<file path="config.mk">
export PLATFORM = sky130hd
export DESIGN_NAME = fifo_rd_stream
export DESIGN_NICKNAME = d
export VERILOG_FILES = /design/src/rtl/fifo_rd_pkg.sv /design/src/rtl/fifo_rd_skid_buf.sv /design/src/rtl/fifo_rd_stream.sv
export SDC_FILE = /design/constraint.sdc
export NUM_CORES = 1
export LEC_CHECK = 0
export ABC_AREA = 1
export CORE_AREA = 2 2 107 129
export CTS_CLUSTER_DIAMETER = 80
export CTS_CLUSTER_SIZE = 30
export DETAILED_ROUTE_END_ITERATION = 10
export DIE_AREA = 0 0 109 131
export GPL_TIMING_DRIVEN = 0
export PLACE_DENSITY = 0.55
export SETUP_SLACK_MARGIN = 0.15
export SYNTH_ARGS = -nofsm -noshare
export SYNTH_HDL_FRONTEND = slang
export SYNTH_SLANG_ARGS = --single-unit
</file>
<file path="constraint.sdc">
create_clock -name rdClk -period 4.2 [get_ports rdClk]
set_input_delay 1.05 -clock rdClk [delete_from_list [all_inputs] [get_ports rdClk]]
set_output_delay 1.05 -clock rdClk [all_outputs]
set_load 0.005 [all_outputs]
</file>
<file path="src/rtl/fifo_rd_pkg.sv">
// Shared types and constants for the FIFO read-side drain engine.
// Optional statistics counters are enabled with FIFO_RD_STATS_EN.
package fifo_rd_pkg;

    typedef enum logic [1:0] {
        IDLE,
        RUN,
        FINISH
    } rdState_t;

    localparam int BUF_DEPTH = 2;

endpackage

</file>
<file path="src/rtl/fifo_rd_skid_buf.sv">
// Two-entry FIFO-ordered {last, data} buffer; entry 0 is always the head.
// Built without FIFO_RD_STATS_EN dependence.
module fifo_rd_skid_buf
    import fifo_rd_pkg::*;
#(
    parameter int DW = 32
) (
    input  logic          clk,
    input  logic          rst,
    input  logic          push,
    input  logic [DW-1:0] push_data,
    input  logic          push_last,
    input  logic          pop,
    output logic [1:0]    occ,
    output logic [DW-1:0] head_data,
    output logic          head_last
);

    logic [DW-1:0] data0, data1;
    logic          last0, last1;

    assign head_data = data0;
    assign head_last = last0;

    // The head shifts forward on pop so the output always reads slot 0.
    always_ff @(posedge clk) begin
        if (rst) begin
            occ   <= 2'd0;
            data0 <= '0;
            data1 <= '0;
            last0 <= 1'b0;
            last1 <= 1'b0;
        end else begin
            case ({push, pop})
                2'b01: begin
                    data0 <= data1;
                    last0 <= last1;
                    occ   <= occ - 2'd1;
                end
                2'b10: begin
                    if (occ == 2'd0) begin
                        data0 <= push_data;
                        last0 <= push_last;
                        occ   <= 2'd1;
                    end else if (occ == 2'd1) begin
                        data1 <= push_data;
                        last1 <= push_last;
                        occ   <= 2'(BUF_DEPTH);
                    end
                end
                2'b11: begin
                    if (occ == 2'd1) begin
                        data0 <= push_data;
                        last0 <= push_last;
                    end else begin
                        data0 <= data1;
                        last0 <= last1;
                        data1 <= push_data;
                        last1 <= push_last;
                    end
                end
                default: ;
            endcase
        end
    end

endmodule

</file>
<file path="src/rtl/fifo_rd_stream.sv">
// FIFO read-port drain engine: pops words, absorbs read latency in a skid buffer and
// emits a valid/ready stream framed every BURST_LEN words. FIFO_RD_STATS_EN adds counters.
module fifo_rd_stream
    import fifo_rd_pkg::*;
#(
    parameter int DW        = 32,
    parameter int BURST_LEN = 16
) (
    input  logic          rdClk,
    input  logic          rdRst,
    input  logic          enable,
    input  logic          fifoEmpty,
    output logic          fifoRdEn,
    input  logic [DW-1:0] fifoRdData,
    output logic          outValid,
    input  logic          outReady,
    output logic [DW-1:0] outData,
    output logic          outLast,
    output logic          busy
`ifdef FIFO_RD_STATS_EN
    ,
    input  logic          clearStats,
    output logic [31:0]   wordCount,
    output logic [15:0]   burstCount
`endif
);

    localparam int CNT_W = (BURST_LEN > 1) ? $clog2(BURST_LEN) : 1;

    rdState_t         state, state_next;
    logic             state_allows;
    logic             inflight, inflight_last;
    logic [CNT_W-1:0] burst_cnt;
    logic [1:0]       occ;
    logic [2:0]       level;
    logic             pop;
    logic             cnt_at_last;

    assign pop         = outValid & outReady;
    assign cnt_at_last = (burst_cnt == CNT_W'(BURST_LEN - 1));
    // Words held or arriving after this edge; popping this cycle frees a slot immediately.
    assign level       = {1'b0, occ} + {2'b00, inflight} - {2'b00, pop};
    assign fifoRdEn    = !rdRst & !fifoEmpty & (level < 3'(BUF_DEPTH)) & state_allows;
    assign outValid    = (occ != 2'd0);
    assign busy        = (state != IDLE);

    always_ff @(posedge rdClk) begin
        if (rdRst) begin
            state         <= IDLE;
            inflight      <= 1'b0;
            inflight_last <= 1'b0;
            burst_cnt     <= '0;
        end else begin
            state         <= state_next;
            inflight      <= fifoRdEn;
            inflight_last <= fifoRdEn & cnt_at_last;
            if (fifoRdEn)
                burst_cnt <= cnt_at_last ? '0 : burst_cnt + CNT_W'(1);
        end
    end

    always_comb begin
        state_next   = state;
        state_allows = 1'b0;
        case (state)
            IDLE: begin
                if (enable)
                    state_next = RUN;
            end
            RUN: begin
                state_allows = 1'b1;
                if (!enable)
                    state_next = FINISH;
            end
            FINISH: begin
                // Only the partially issued burst is completed.
                state_allows = (burst_cnt != '0);
                if ((burst_cnt == '0) && (occ == 2'd0) && !inflight)
                    state_next = IDLE;
            end
            default: state_next = IDLE;
        endcase
    end

    fifo_rd_skid_buf #(.DW(DW)) u_buf (
        .clk       (rdClk),
        .rst       (rdRst),
        .push      (inflight),
        .push_data (fifoRdData),
        .push_last (inflight_last),
        .pop       (pop),
        .occ       (occ),
        .head_data (outData),
        .head_last (outLast)
    );

`ifdef FIFO_RD_STATS_EN
    always_ff @(posedge rdClk) begin
        if (rdRst || clearStats) begin
            wordCount  <= '0;
            burstCount <= '0;
        end else begin
            if (pop)
                wordCount <= wordCount + 32'd1;
            if (pop && outLast)
                burstCount <= burstCount + 16'd1;
        end
    end
`endif

endmodule

</file>
==> impl_metrics.yaml, run 1 <==
status:
  status: "completed"
timing:
  fin_ws_ns: 0.360
  max_freq_ghz: 0.260
  post-route-period-util: 0.914
  hold_viol_final: 0
  finalMaxSlewViolations: 0
  grt_setup_unrepaired: "false"
  relSlewSlack: 0.618
  tightestPinTransition_ns: 0.573
  setup-violations-final: 0
  tns_ns: 0
  hold_ws_ns: 0.505
  period_minus_slack_ns: 3.84
  fin_worst_skew_ns: 0.00553
yosys:
  synth.yosys.warnings: 0
  synth_top_cells_by_area: "dfxtp_1 33%, nand2_1 15%, o21ai_0 12%"
  avgSynthCellArea_um2: 6.12
  netlist_area_um2: 4600
  synthArstFlopShare: 0
  synth_ff_type: "dfxtp_1"
  synth_top_area_share: 0.330
  ys_ff_latch: 76
  synth_edf_count: 0
  synth-seq-area-share: 0.330
  postSynthCellCount: 752
  yosys.area.top_type: "dfxtp_1"
  synth.top_cells.by_count: "188 x nand2_1, 119 x inv_1, 112 x o21ai_0"
  ys_types: 28
  synth_nets: 800
  yosysMostFrequentCell: "nand2_1"
routing:
  first_pass_iters: 5
  ant_nets: 0
  vias: 5036
  post_drt_wl_per_cell_um: 14.2
  via_per_inst: 4.99
  wirelength_um: 14300
  drc: 0
  drt-initial-drc-count: 285
hold_path:
  hp-class: "register to register"
  min_to: "u_buf.occ[0]"
  worstHoldStart: "u_buf.occ[0]"
  min_path_cells: 2
layout:
  num_antenna_cells: 0
  layout-drive-gt1-share: 0.0690
  area_growth_pct: 26.9
  design_area_um2: 5840
  utilization: 0.447
  nets: 885
  layout.cells.non_filler: 1009
global_routing:
  grt_pass1_wl_um: 22900
  grt_pass1_vias: 4707
  track_usage: 0.206
  overflow: 0
  antenna_found_initial: 0
  grt_max_degree: 12
worst_setup_path:
  crit_family: "buffers and inverters"
  crit_buf_inv: 5
  slowest_delay_ns: 0.54
  r2r_slack_ns: 1.65
  endpoint_kind: "output pin"
  timing.rr.start: "u_buf.occ[1]"
  critPathKind: "input pin to output pin"
  r2r_end: "u_buf.head_data[3]"
  cp_cell_sequence: "clkdlybuf4s15_2 > inv_2 > nor2_4 > nor2_1 > o21ai_1 > fa_1 > nand2_1 > inv_1 > nand2_1 > nor2_4 > nand2_4 > inv_2 > dlygate4sd2_1"
  worstPathRequired_ns: 3.15
  startpoint_type: "input pin"
  worstPathMaxFanout: 6
  cp.arrival_ns: 2.79
  crit_slowest_cell: "fa_1"
  r2r_cells: 13
clock_tree:
  cts_hold_buf: 0
  htreeDepth: 3
  cts_tree: "done"
  clock-sinks: 76
  worstSkewPairLatency_ns: 0.34
  cts.clk_slew.worst_paths_ns: 0.06
  root_buffer: "clkbuf_16"
  max-clock-path-buffers: 2
  numCtsBuffers: 9
power_and_ir_drop:
  power_mw: 3.37
  p_leak_nw: 2.84
  peakVddDrop_v: 0.000251
  power.density_nw_per_um2: 577
floorplan:
  ioPinCount: 73
  coreArea_um2: 13100
  initial_utilization: 0.352
  die_y_um: 131
  fp-row-count: 46
  dieArea_um2: 14300
  die_x_um: 109
placement:
  io_buffer_count: 72
  hpwl_um: 10100
  pre_cts_slack_ns: -0.669
  dp_cells: 992
  gp_congestion: 0.813
  placed_cell_area_um2: 5540
run:
  cap_viol_max_count: 0
[how the worst max path moves through the flow]
stage          startpoint        to  cells past startpoint
2_1_floorplan    outReady  fifoRdEn                     10
3_3_place_gp     outReady  fifoRdEn                     12
3_5_place_dp     outReady  fifoRdEn                     12
4_1_cts          outReady  fifoRdEn                     13
5_1_grt          outReady  fifoRdEn                     13
6_report         outReady  fifoRdEn                     13
[logic make-up (layout without fill, tap and decap cells)]
group | Yosys count | in the layout | share of synthesized area
xor+xnor | 1 | 1 | 0.00190
simple gates | 349 | 349 | 0.325
compound gates | 144 | 144 | 0.158
buf+inv | 171 | 260 | 0.152
fa+ha+maj | 11 | 11 | 0.0315
flops | 76 | 76 | 0.330
[power by group]
part | switching (mW) | internal [mW]
clock network | 0.303 | 0.428
logic | 0.873 | 0.735
registers | 0.116 | 0.918
total | 1.29 | 2.08
[state kept, by name, summed over array words and instances, names as in the netlist]
name,cells
inflight_last,1
state,2
u_buf.head_data,32
inflight,1
u_buf.occ,2
u_buf.data1,32
burst_cnt,4
u_buf.head_last,1
u_buf.last1,1
[area by class of cell]
class                      count  area (um^2)
clock inverter                 2         10.0
sequential                    76         1520
fill                        1363         7220
inverter                     124          465
timing repair buffer          74          736
tap                          168          210
clock buffer                  13          260
multi-input combinational    505         2400
buffer                        47          236
[cells in the final DEF (no fill, tap or decap), types with 2 or more instances in the layout]
cell type	synthesis	layout
nor3_1	2	2
ha_1	10	10
nand2_2	2	2
o21ai_0	112	111
o21ai_1	27	28
dfxtp_1	76	75
clkbuf_8	0	2
nand2_1	188	187
buf_4	7	9
clkinv_2	0	2
buf_6	2	2
buf_2	14	14
nand3_1	38	38
a21oi_1	2	2
nor2_4	1	3
nand4_1	33	33
clkdlybuf4s50_1	0	70
nor2_1	80	78
clkbuf_16	0	9
clkbuf_1	22	24
inv_2	5	6
nand2_4	3	4
inv_1	119	118
[timing repair]
action                                  in CTS  in global routing
endpoints found under the setup margin       1                  0
setup buffers                                2                  0
hold endpoints to repair                     0                  0
resized for setup                           13                  0
[layer usage]
metal / track usage / wire (um) / vias up
met4: 0.0656 / 136 / 0
li1: - / - / 2537
met2: 0.360 / 7200 / 168
met5: 0 / 0 / -
met1: 0.252 / 6160 / 2323
met3: 0.0456 / 830 / 8
[worst reg2reg max path, cell delays in order, from the launching register on]
cell,delay [ns]
dfxtp_1,0.37
inv_1,0.10
ha_1,0.24
inv_2,0.14
nand2_4,0.08
buf_4,0.16
ha_1,0.17
buf_2,0.19
inv_1,0.21
clkbuf_1,0.44
nand3_1,0.13
nand4_1,0.15
nand2_1,0.07
inv_1,0.05
Power figures use the tool's default switching activity.
==> run 2, diff against run 1 <==
SLEW_MARGIN = 20   (was unset)
TNS_END_PERCENT = 20   (was unset)
==> results of run 2 <==
No change in the layout: final DEF, timing and power equal those of run 1.
